### config.mk
export PLATFORM = sky130hd
export DESIGN_NAME = yolo_design_wrapper
export DESIGN_NICKNAME = d
export VERILOG_FILES = /design/src/rtl/yolo_design_wrapper.sv
export SDC_FILE = /design/constraint.sdc
export NUM_CORES = 1
export LEC_CHECK = 0
export CAP_MARGIN = 20
export CORE_MARGIN = 2
export CORE_UTILIZATION = 35
export CTS_CLUSTER_DIAMETER = 30
export DETAILED_ROUTE_END_ITERATION = 10
export HOLD_SLACK_MARGIN = 0.1
export PLACE_DENSITY_LB_ADDON = 0.3
export SLEW_MARGIN = 20
export SYNTH_ARGS = -nofsm -noshare
export SYNTH_HDL_FRONTEND = slang
export SYNTH_SLANG_ARGS = --single-unit
### constraint.sdc
create_clock -name clk -period 5.78 [get_ports clk]
set_clock_uncertainty 0.05 [all_clocks]
set_input_delay 0.578 -clock clk [delete_from_list [all_inputs] [get_ports clk]]
set_output_delay 0.578 -clock clk [all_outputs]
set_load 0.02 [all_outputs]
### src/rtl/yolo_design_wrapper.sv
// ---------------------------------------------------------------------------
// yolo_design_wrapper
//   Streaming per-cell intensity scorer. Pixels arrive in raster order on an
//   AXI-Stream style input. Each pixel's R+G+B is added into the accumulator
//   of its column cell. When the last pixel of a CELL x CELL cell is accepted,
//   one detection result is emitted on the following cycle.
//
// Ports
//   clk                : single clock, rising edge
//   rst_n              : synchronous reset, ACTIVE-HIGH despite the name
//   s_axis_0_0_tdata   : pixel {R[23:16], G[15:8], B[7:0]}
//   s_axis_0_0_tvalid  : pixel valid
//   s_axis_0_0_tready  : high whenever reset is not asserted
//   detect_valid       : one-cycle pulse per completed cell
//   detect_row/col     : cell coordinates
//   detect_score       : mean R+G+B over the cell
//   detect_hit         : detect_score >= THRESH
// ---------------------------------------------------------------------------

// One column-cell accumulator. Cleared when its cell completes so the next
// band of rows starts from zero.
module yolo_acc_lane #(
    parameter int ACC_W = 20
) (
    input  logic             clk,
    input  logic             rst_n,
    input  logic             add_en,
    input  logic             clr,
    input  logic [9:0]       pix,
    output logic [ACC_W-1:0] acc
);
    always_ff @(posedge clk) begin
        if (rst_n)       acc <= '0;
        else if (add_en) acc <= clr ? '0 : acc + ACC_W'(pix);
    end
endmodule

module yolo_design_wrapper #(
    parameter int IMG_W  = 416,
    parameter int IMG_H  = 416,
    parameter int CELL   = 32,
    parameter int THRESH = 384
) (
    input  logic        clk,
    input  logic        rst_n,
    input  logic [23:0] s_axis_0_0_tdata,
    input  logic        s_axis_0_0_tvalid,
    output logic        s_axis_0_0_tready,
    output logic        detect_valid,
    output logic [3:0]  detect_row,
    output logic [3:0]  detect_col,
    output logic [9:0]  detect_score,
    output logic        detect_hit
);
    localparam int NC    = IMG_W / CELL;
    localparam int CB    = $clog2(CELL);
    localparam int SHIFT = 2 * CB;                       // divide by CELL*CELL
    localparam int ACC_W = $clog2(CELL * CELL * 765 + 1);
    localparam int XW    = $clog2(IMG_W);
    localparam int YW    = $clog2(IMG_H);
    localparam int CW    = (NC > 1) ? $clog2(NC) : 1;

    logic [XW-1:0]            x;
    logic [YW-1:0]            y;
    logic                     accept;
    logic [9:0]               pix_sum;
    logic [CW-1:0]            col_idx;
    logic                     cell_done;
    logic [NC-1:0][ACC_W-1:0] acc;
    logic [ACC_W-1:0]         cell_sum;
    logic [9:0]               score_next;

    // No internal backpressure: ready follows reset alone.
    assign s_axis_0_0_tready = ~rst_n;
    assign accept    = s_axis_0_0_tvalid & s_axis_0_0_tready;
    assign pix_sum   = 10'(s_axis_0_0_tdata[23:16]) + 10'(s_axis_0_0_tdata[15:8])
                     + 10'(s_axis_0_0_tdata[7:0]);
    assign col_idx   = CW'(x >> CB);
    assign cell_done = accept && (x[CB-1:0] == {CB{1'b1}}) && (y[CB-1:0] == {CB{1'b1}});

    for (genvar i = 0; i < NC; i++) begin : g_lane
        yolo_acc_lane #(.ACC_W(ACC_W)) u_lane (
            .clk    (clk),
            .rst_n  (rst_n),
            .add_en (accept && (col_idx == CW'(i))),
            .clr    (cell_done),
            .pix    (pix_sum),
            .acc    (acc[i])
        );
    end

    // The completing pixel has not reached its accumulator yet, so fold it in here.
    assign cell_sum   = acc[col_idx] + ACC_W'(pix_sum);
    assign score_next = 10'(cell_sum >> SHIFT);

    always_ff @(posedge clk) begin
        if (rst_n) begin
            x            <= '0;
            y            <= '0;
            detect_valid <= 1'b0;
            detect_row   <= '0;
            detect_col   <= '0;
            detect_score <= '0;
            detect_hit   <= 1'b0;
        end else begin
            detect_valid <= cell_done;
            if (cell_done) begin
                detect_row   <= 4'(y >> CB);
                detect_col   <= 4'(col_idx);
                detect_score <= score_next;
                detect_hit   <= (score_next >= 10'(THRESH));
            end
            if (accept) begin
                if (x == XW'(IMG_W - 1)) begin
                    x <= '0;
                    y <= (y == YW'(IMG_H - 1)) ? '0 : y + 1'b1;
                end else begin
                    x <= x + 1'b1;
                end
            end
        end
    end
endmodule

==> Word level (Yosys, flattened, before mapping) <==
Cells that the tools add are included.
{ "word_totals": {"mem_bits_ro": 0, "word_cells": 92, "latch_bits": 0, "memories": 0, "ramBits": 0, "regBits": 298} }
{ "classes": {"bitwise_logic": 2, "mul": 0, "eq_ne": 16, "reduce_logical": 17, "div_mod_pow": 0, "muxes": 17, "n_lt_le_gt_ge": 2, "shifts": 0, "add_sub_neg": 18} }
{ "ops": {"columns": ["cell", "count"], "rows": [
  ["adder 20 x 10 -> 20 bit", 14],
  ["2-to-1 mux 20 bit", 14],
  ["binary-select mux 20 bit (select 4 bit)", 1],
  ["equality test 4 bit (second input constant)", 5],
  ["adder 9 x 1 -> 9 bit (second input constant)", 2],
  ["equality test 9 bit (second input constant)", 2],
  ["2-to-1 mux 9 bit", 2],
  ["equality test 4 x 3 -> 1 bit (second input constant)", 4],
  ["logical AND 1 bit", 15],
  ["adder 9 x 8 -> 10 bit", 1],
  ["equality test 5 bit (second input constant)", 2],
  ["greater-or-equal comparator 10 x 9 -> 1 bit (second input constant)", 1],
  ["adder 8 x 8 -> 9 bit", 1],
  ["equality test 4 x 2 -> 1 bit (second input constant)", 2],
  ["< comparator 4 x 5 -> 1 bit (second input constant)", 1],
  ["equality test 4 x 1 -> 1 bit (second input constant)", 1],
  ["zero test 4 bit", 1],
  ["AND reduction 2 bit", 1],
  ["bitwise AND 1 bit", 1],
  ["NOT 1 bit", 1]
]} }

==> Logic depth before layout (Yosys ltp) <==
Gate-level depths: netlist of run 1.
{ "depth": {"ltp_word": 5, "ltp_mapped": 21} }

==> Modules after synthesis <==
A second synthesis of run 1 with hierarchy kept.
{ "unflattened": {"cells_unflattened": 2391, "area_unflattened_um2": 21201.6} }
{ "by_module_without_submodules": {"columns": ["mod", "instances", "area_per_inst_um2", "cells_each"], "rows": [
  ["yolo_acc_lane", 13, 1281.2, 146],
  ["yolo_design_wrapper", 1, 4545.6, 493]
]} }

==> Least setup slack after synthesis of run 1 <==
Ideal clock, no wire load.
{ "synth_timing": {"path_type": "in2reg", "from": "input s_axis_0_0_tdata[1]", "to": "register detect_hit", "required_time_ns": 5.598, "path_stages": 21, "arrival_time_ns": 4.646, "setup_slack_ns": 0.952, "path_cell_list": "inv_1 -> fa_1 -> inv_1 -> ha_1 -> fa_1 -> a21oi_1 -> nor2_1 -> nor2_1 -> nor2b_1 -> o21a_1 -> nor2_1 -> xnor2_1 -> ha_1 -> a21o_1 -> a21oi_1 -> o21ai_0 -> a221oi_2 -> nor4b_2 -> and2_1 -> nor4b_1 -> nor4_1"} }
{ "synth_via": {"elab_chain_cells": 3} }
{ "synth_lines": {"columns": ["item", "line", "rtl"], "rows": [
  ["from (decl)", "46", "input logic [23:0] s_axis_0_0_tdata,"],
  ["adder 9 x 8 -> 10 bit", "77", "+ 10'(s_axis_0_0_tdata[7:0]);"],
  ["adder 20 x 10 -> 20 bit", "93", "assign cell_sum = acc[col_idx] + ACC_W'(pix_sum);"],
  ["greater-or-equal comparator 10 x 9 -> 1 bit", "111", "detect_hit <= (score_next >= 10'(THRESH));"],
  ["to (signal assigned)", "111", null],
  ["to (decl)", "53", "output logic detect_hit"]
]} }
No other way between the ends.
A chain may end at the register's enable or synchronous reset.

==> Final worst setup path of run 1 <==
{ "layout_timing": {"from": "input s_axis_0_0_tdata[1]", "to": "register g_lane[10].u_lane.acc[17]"} }
{ "layout_via": {"elab_chain_cells": 3} }
{ "layout_lines": {"columns": ["item", "line", "rtl"], "rows": [
  ["adder 9 x 8 -> 10 bit", "77", null],
  ["adder 20 x 10 -> 20 bit", "34", "else if (add_en) acc <= clr ? '0 : acc + ACC_W'(pix);"],
  ["2-to-1 mux 20 bit", "34", null],
  ["to (signal assigned)", "34", null],
  ["to (decl)", "30", "output logic [ACC_W-1:0] acc"]
]} }
No other way between the ends.

==> results of run 1 <==
## stage by stage
step / worst slack [ps] / cell area, µm² / cells / util [%] / total power (W)
finish: 680 / 24700 / 3310 / 43.6 / 0.00869
floorplan: 952 / 20100 / 2393 / - / 0.00320
global placement: 329 / 21500 / 3149 / 38.0 / 0.00355
global route: 427 / 24700 / 3310 / 43.6 / 0.00906
CTS: 743 / 24700 / 3310 / 43.6 / 0.00874
detailed placement: 100 / 21500 / 3150 / 38.0 / 0.00360
## worst max-delay path by stage
stage | endpoint | slack, ps | cells after the start
floorplan | detect_hit | 950 | 21
global route | g_lane[10].u_lane.acc[17] | 430 | 20
global placement | detect_hit | 330 | 23
CTS | g_lane[10].u_lane.acc[17] | 740 | 20
finish | g_lane[10].u_lane.acc[17] | 680 | 20
detailed placement | g_lane[10].u_lane.acc[17] | 100 | 20
## routing by layer
metal,part of all wire (%),track usage (%),routed length [µm],up-vias
li1,-,-,-,8937
met4,4.1,9.99,2540,0
met3,6.3,3.24,3900,134
met5,0,0,0,-
met1,46,28.1,28300,8779
met2,44,32.0,27400,608
## logic make-up after synthesis
logic type / share of synthesized area (%)
adder cells (fa/ha/maj): 11.5
XOR/XNOR: 7.23
AND/OR/NAND/NOR: 21.0
AO/OA/AOI/OAI: 19.6
multiplexers: 7.50
flip-flops: 29.7
buffers and inverters: 3.48
## cells in the mapped netlist, drive strengths merged, types with 51 or more instances
library cell    n  area (µm²)
nand3          84         420
a21oi         187         936
nor3           53         275
nand2         180         676
nor2          308        1170
o21ai         127         636
mux4           51        1150
dfxtp         298        5970
ha            150        1880
inv            89         334
a22oi          74         556
clkbuf         65         244
xnor2         123        1080
## cell usage in the layout, fill, tap and decap left out, types with 17 or more instances in the layout
cell type,Yosys,final
nor2_1,306,306
dfxtp_1,298,295
a21oi_1,187,186
nand2_1,180,180
ha_1,150,150
xnor2_1,123,118
inv_1,88,88
clkbuf_16,0,87
nand3_1,84,84
a22oi_1,74,74
o21ai_0,71,71
o21ai_1,56,56
mux4_2,51,51
nor3_1,51,51
nor2b_1,48,48
clkdlybuf4s50_1,0,46
xor2_1,43,43
or3_1,41,41
buf_4,5,40
and3_1,30,30
mux2i_1,28,28
nand2b_1,26,26
o211ai_1,26,26
a21o_1,24,24
o21a_1,23,23
fa_1,22,22
nor4_1,20,20
and2_1,21,20
a31oi_1,19,19
nand4_1,18,18
a21boi_1,18,18
clkinv_2,0,18
clkbuf_8,0,17
## registers in the layout (all words and copies together), names as in the netlist
register and cells:
g_lane.u_lane.acc 260, detect_row 4, y 9, detect_valid 1, x 9, detect_hit 1
detect_col 4, detect_score 10
## power groups by stage
stage                     Sequential, W  Combinational (W)  Clock (W)
after global routing            0.00209            0.00167    0.00529
after detailed placement        0.00212            0.00148          0
final                           0.00209            0.00150    0.00510
after global placement          0.00212            0.00143          0
after CTS                       0.00209            0.00149    0.00516
after floorplan                 0.00212            0.00108          0
## final cells by class
cell class / count / area (µm²)
Sequential cell: 298 / 5970
Timing Repair Buffer: 86 / 761
Fill cell: 5485 / 31900
Inverter: 91 / 342
Multi-Input combinational cell: 1919 / 13500
Tap cell: 756 / 946
Clock inverter: 41 / 687
Clock buffer: 119 / 2470
## critical path, cell delays in order
cell             delay, ps
clkdlybuf4s50_1        460
inv_1                   50
fa_1                   530
inv_1                   40
ha_1                   200
fa_1                   460
a21oi_1                160
nor2_1                  50
nor2_1                 130
nor2b_1                 70
o21a_1                 180
nor2_1                 160
xnor2_2                250
ha_1                   290
or3_1                  430
a2111oi_0              730
o31ai_1                340
nand3_1                180
xor2_1                 170
nor2_1                  60
==> flow_summary_export.csv, run 1 <==
group,metric,value,unit
synthesis,ys_warn_count,0,
timing,slew_violations,0,
setup_path,crit_path_start,"s_axis_0_0_tdata[1]",
route,dr.pass1.iters,5,
min_path,hp-class,"primary input to flop",
setup_path,required,6200,ps
layout,layout-drive-gt1-share,10.6,%
pwr,powerDensity,352,mW/mm²
clock_tree,htreeDepth,3,
route,drtIter0Drc,1502,
clock_tree,clock_latency,630,ps
setup_path,path_max_fanout,9,
global_routing,grt_overflow_total,0,
timing,max_slew_margin,36.5,%
route,vias,18458,
synthesis,synth_top_flop_cell,"dfxtp_1",
route,via_per_inst,5.58,
setup_path,path_class,"primary input to flop",
clock_tree,path_clk_slew,40,ps
synthesis,synth.distinct_cells,84,
timing,rsz0062_at_grt,"no",
placement,port_buffers,47,
global_routing,grt.total_usage,20.7,%
synthesis,synth-edff-count,0,
global_routing,grt_pass1_vias,17681,
setup_path,critical_path_arrival,5520,ps
synthesis,ys_seq_area_share,29.7,%
pwr,p_sw,0.00237,W
die,die_x,244,µm
timing,final_hold_viol_count,0,
layout,num_antenna_cells,0,
synthesis,synth_area,0.0201,mm²
die,pin_count,48,
pwr,pwr-share-comb,17.3,%
min_path,min_from,"rst_n",
clock_tree,cts.sinks,298,
synthesis,netlist_instances,2393,
synthesis,ys_seq_elements,298,
placement,dp_hpwl,45.1,mm
min_path,holdPathStages,2,
layout,syn_to_final_growth,22.6,%
clock_tree,clk_path_buf_depth,3,
timing,tightest_slew,952,ps
route,routed_wl,62.1,mm
pwr,switching_share,27.2,%
global_routing,antenna_found_initial,0,
setup_path,r2r_end,"detect_hit",
timing,timing.hold.ws,335,ps
timing,max_freq,196,MHz
global_routing,grt_max_degree,75,
die,start_util,35.5,%
clock_tree,cts_setup_buffers,0,
clock_tree,holdBufCountCts,0,
route,ant_nets,0,
synthesis,syn_area_per_cell,8.40,µm²
die,core-area,0.0566,mm²
setup_path,worstReg2RegStart,"x[5]",
clock_tree,root_buffer,"clkbuf_16",
die,dieArea,0.0594,mm²
pwr,internal_power,0.00632,W
route,drcViolationCount,0,
flow_run,maxCapViolations,0,
pwr,p_leak,9.46,nW
timing,fin_setup_tns,0,ps
layout,nets,2682,
run_status,status,"complete, no violations",
placement,gp_congestion,0.851,
die,fp.dieH,244,µm
pwr,pwr-share-clk,58.7,%
clock_tree,cts_buffers,87,
route,routedWlPerCell,18.8,µm
clock_tree,cts_tree,"done",
synthesis,synth_fp_nets,2592,
setup_path,ff2ff_setup_slack,1490,ps
pwr,seqPwrFrac,24.0,%
timing,period_needed,5100,ps
die,rows,87,
min_path,min_to,"x[0]",
pwr,vdd_ir_drop_max,0.273,mV
global_routing,grt_pass1_wl,97.8,mm
synthesis,ys_async_sr_fraction,0,%
setup_path,cp-end-kind,"flop",
timing,setup_violations,0,
setup_path,start_kind,"primary input",
timing,period_share,88.2,%
clock_tree,ctsResizeCount,0,
setup_path,worst_r2r_path_depth,13,
Note: power is estimated with default switching activity, not from simulation.
==> run 2, diff against run 1 <==
--- a/config.mk
+++ b/config.mk
@@ -7,10 +7,9 @@
 export LEC_CHECK = 0
 export CAP_MARGIN = 20
 export CORE_MARGIN = 2
-export CORE_UTILIZATION = 35
-export CTS_CLUSTER_DIAMETER = 30
+export CORE_UTILIZATION = 50
 export DETAILED_ROUTE_END_ITERATION = 10
-export HOLD_SLACK_MARGIN = 0.1
+export HOLD_SLACK_MARGIN = 0.06
 export PLACE_DENSITY_LB_ADDON = 0.3
 export SLEW_MARGIN = 20
 export SYNTH_ARGS = -nofsm -noshare
==> flow_summary_export.csv, run 2 (synthesis results as in run 1) <==
group,metric,value,unit
layout,mostFrequentLayoutCells,"306 x nor2_1, 296 x dfxtp_1, 186 x a21oi_1",
timing,fin_setup_tns,0,ps
die,start_util,50.6,%
layout,nets,2628,
pwr,power.total,0.00597,W
pwr,p_leak,8.50,nW
timing,rsz0062_at_grt,"no",
setup_path,worst_r2r_path_depth,14,
layout,top_register,"g_lane.u_lane.acc",
clock_tree,clock_latency,540,ps
die,rows,73,
flow_run,maxCapViolations,0,
global_routing,grt.total_usage,27.7,%
route,dr.pass1.iters,6,
timing,max_slew_margin,37.1,%
setup_path,ff2ff_setup_slack,1290,ps
layout,fill_cells,3529,
global_routing,grt_pass1_wl,92.8,mm
clock_tree,htreeDepth,2,
layout,reg_top3,"g_lane.u_lane.acc: 260 flops, detect_score: 10 flops",
clock_tree,root_buffer,"clkbuf_16",
setup_path,worstReg2RegStart,"x[5]",
die,core-area,0.0397,mm²
route,drcViolationCount,0,
die,fp.dieH,205,µm
global_routing,grt_max_degree,76,
min_path,min_from,"rst_n",
timing,tightest_slew,943,ps
layout,layout-drive-gt1-share,7.41,%
route,vias,18463,
run_status,status,"complete, no violations",
pwr,powerDensity,266,mW/mm²
global_routing,grt_overflow_total,0,
setup_path,start_kind,"primary input",
setup_path,crit_path_start,"s_axis_0_0_tdata[1]",
min_path,min_to,"x[6]",
pwr,vdd_ir_drop_max,0.166,mV
timing,period_share,93.5,%
clock_tree,cts_tree,"done",
min_path,hp-class,"primary input to flop",
die,dieArea,0.0418,mm²
layout,syn_to_final_growth,11.6,%
clock_tree,cts_buffers,37,
timing,max_freq,185,MHz
setup_path,critical_path_arrival,5740,ps
timing,slew_violations,0,
setup_path,cp-end-kind,"flop",
placement,gp_congestion,0.908,
route,via_per_inst,6.19,
clock_tree,cts_setup_buffers,0,
global_routing,grt_pass1_vias,17255,
setup_path,path_max_fanout,5,
route,routedWlPerCell,19.5,µm
setup_path,required,6120,ps
layout,final_core_util,56.5,%
layout,num_antenna_cells,0,
placement,port_buffers,47,
timing,setup_violations,0,
timing,period_needed,5400,ps
clock_tree,cts.sinks,298,
route,drtIter0Drc,1656,
timing,final_hold_viol_count,0,
setup_path,path_class,"primary input to flop",
global_routing,antenna_found_initial,0,
route,routed_wl,58.1,mm
clock_tree,ctsResizeCount,0,
layout,largest_reg_flops,260,
min_path,holdPathStages,2,
clock_tree,clk_path_buf_depth,3,
placement,dp_hpwl,42.9,mm
layout,final_common_cell,"nor2_1",
setup_path,r2r_end,"detect_hit",
route,ant_nets,0,
clock_tree,holdBufCountCts,0,
die,pin_count,48,
die,die_x,205,µm
clock_tree,path_clk_slew,60,ps
-- run 2: cell count changes in the layout (fill, tap and decap cells not counted), sizes merged --
cell	before	now
buf	40	36
clkinvlp	1	2
inv	92	90
bufinv	15	2
clkinv	24	8
clkbuf	119	55
-- run 2: metal layers --
metal  global-route usage [%]  part of all wire [%]
met5                        0                     0
met4                     11.5                   3.9
met3                     3.96                   6.7
met2                     43.7                    45
met1                     38.1                    44
-- run 2: worst max-delay path, cell delays in order --
cell and delay (ps):
clkdlybuf4s50_1 450, inv_1 50, fa_1 520, inv_1 40
ha_1 210, fa_1 460, a21oi_1 150, nor2_1 50
nor2_1 190, nor2b_1 70, o21a_1 180, nor2_1 160
xnor2_2 200, buf_4 220, ha_1 200, or3_1 440
a2111oi_0 800, o31ai_1 340, nand3_1 190, xor2_1 180
nor2_1 70
-- run 2: worst max path at each step --
stage,to
after global placement,g_lane[10].u_lane.acc[13]
final,g_lane[10].u_lane.acc[19]
after detailed placement,g_lane[10].u_lane.acc[19]
after CTS,g_lane[10].u_lane.acc[19]
after global routing,g_lane[10].u_lane.acc[19]
after floorplan,detect_hit
-- run 2: where the power goes --
| part | switching [W] | leakage, nW | total (W) | internal [W] |
|---|---|---|---|---|
| clock network | 0.000934 | 0.610 | 0.00237 | 0.00144 |
| logic | 0.000901 | 5.48 | 0.00152 | 0.000615 |
| registers | 0.0000119 | 2.40 | 0.00208 | 0.00207 |
-- run 2: layout make-up --
type / count / area, µm² / share of cell area [%]
clock inverters: 11 / 118 / 0.524
inverters: 91 / 342 / 1.52
well taps: 525 / 657 / 2.93
clock buffers: 55 / 1130 / 5.02
flip-flops and latches: 298 / 5970 / 26.6
repair buffers: 82 / 731 / 3.26
multi-input cells: 1919 / 13500 / 60.1
-- run 2: through the flow --
stage	hold WS (ps)	worst slack (ps)	cell area [µm²]	cells
floorplan	396	952	20100	2393
CTS	317	482	22400	2981
detailed placement	397	-15.6	21200	2915
global route	335	70.6	22400	2981
finish	341	376	22400	2981
global placement	392	284	21200	2915
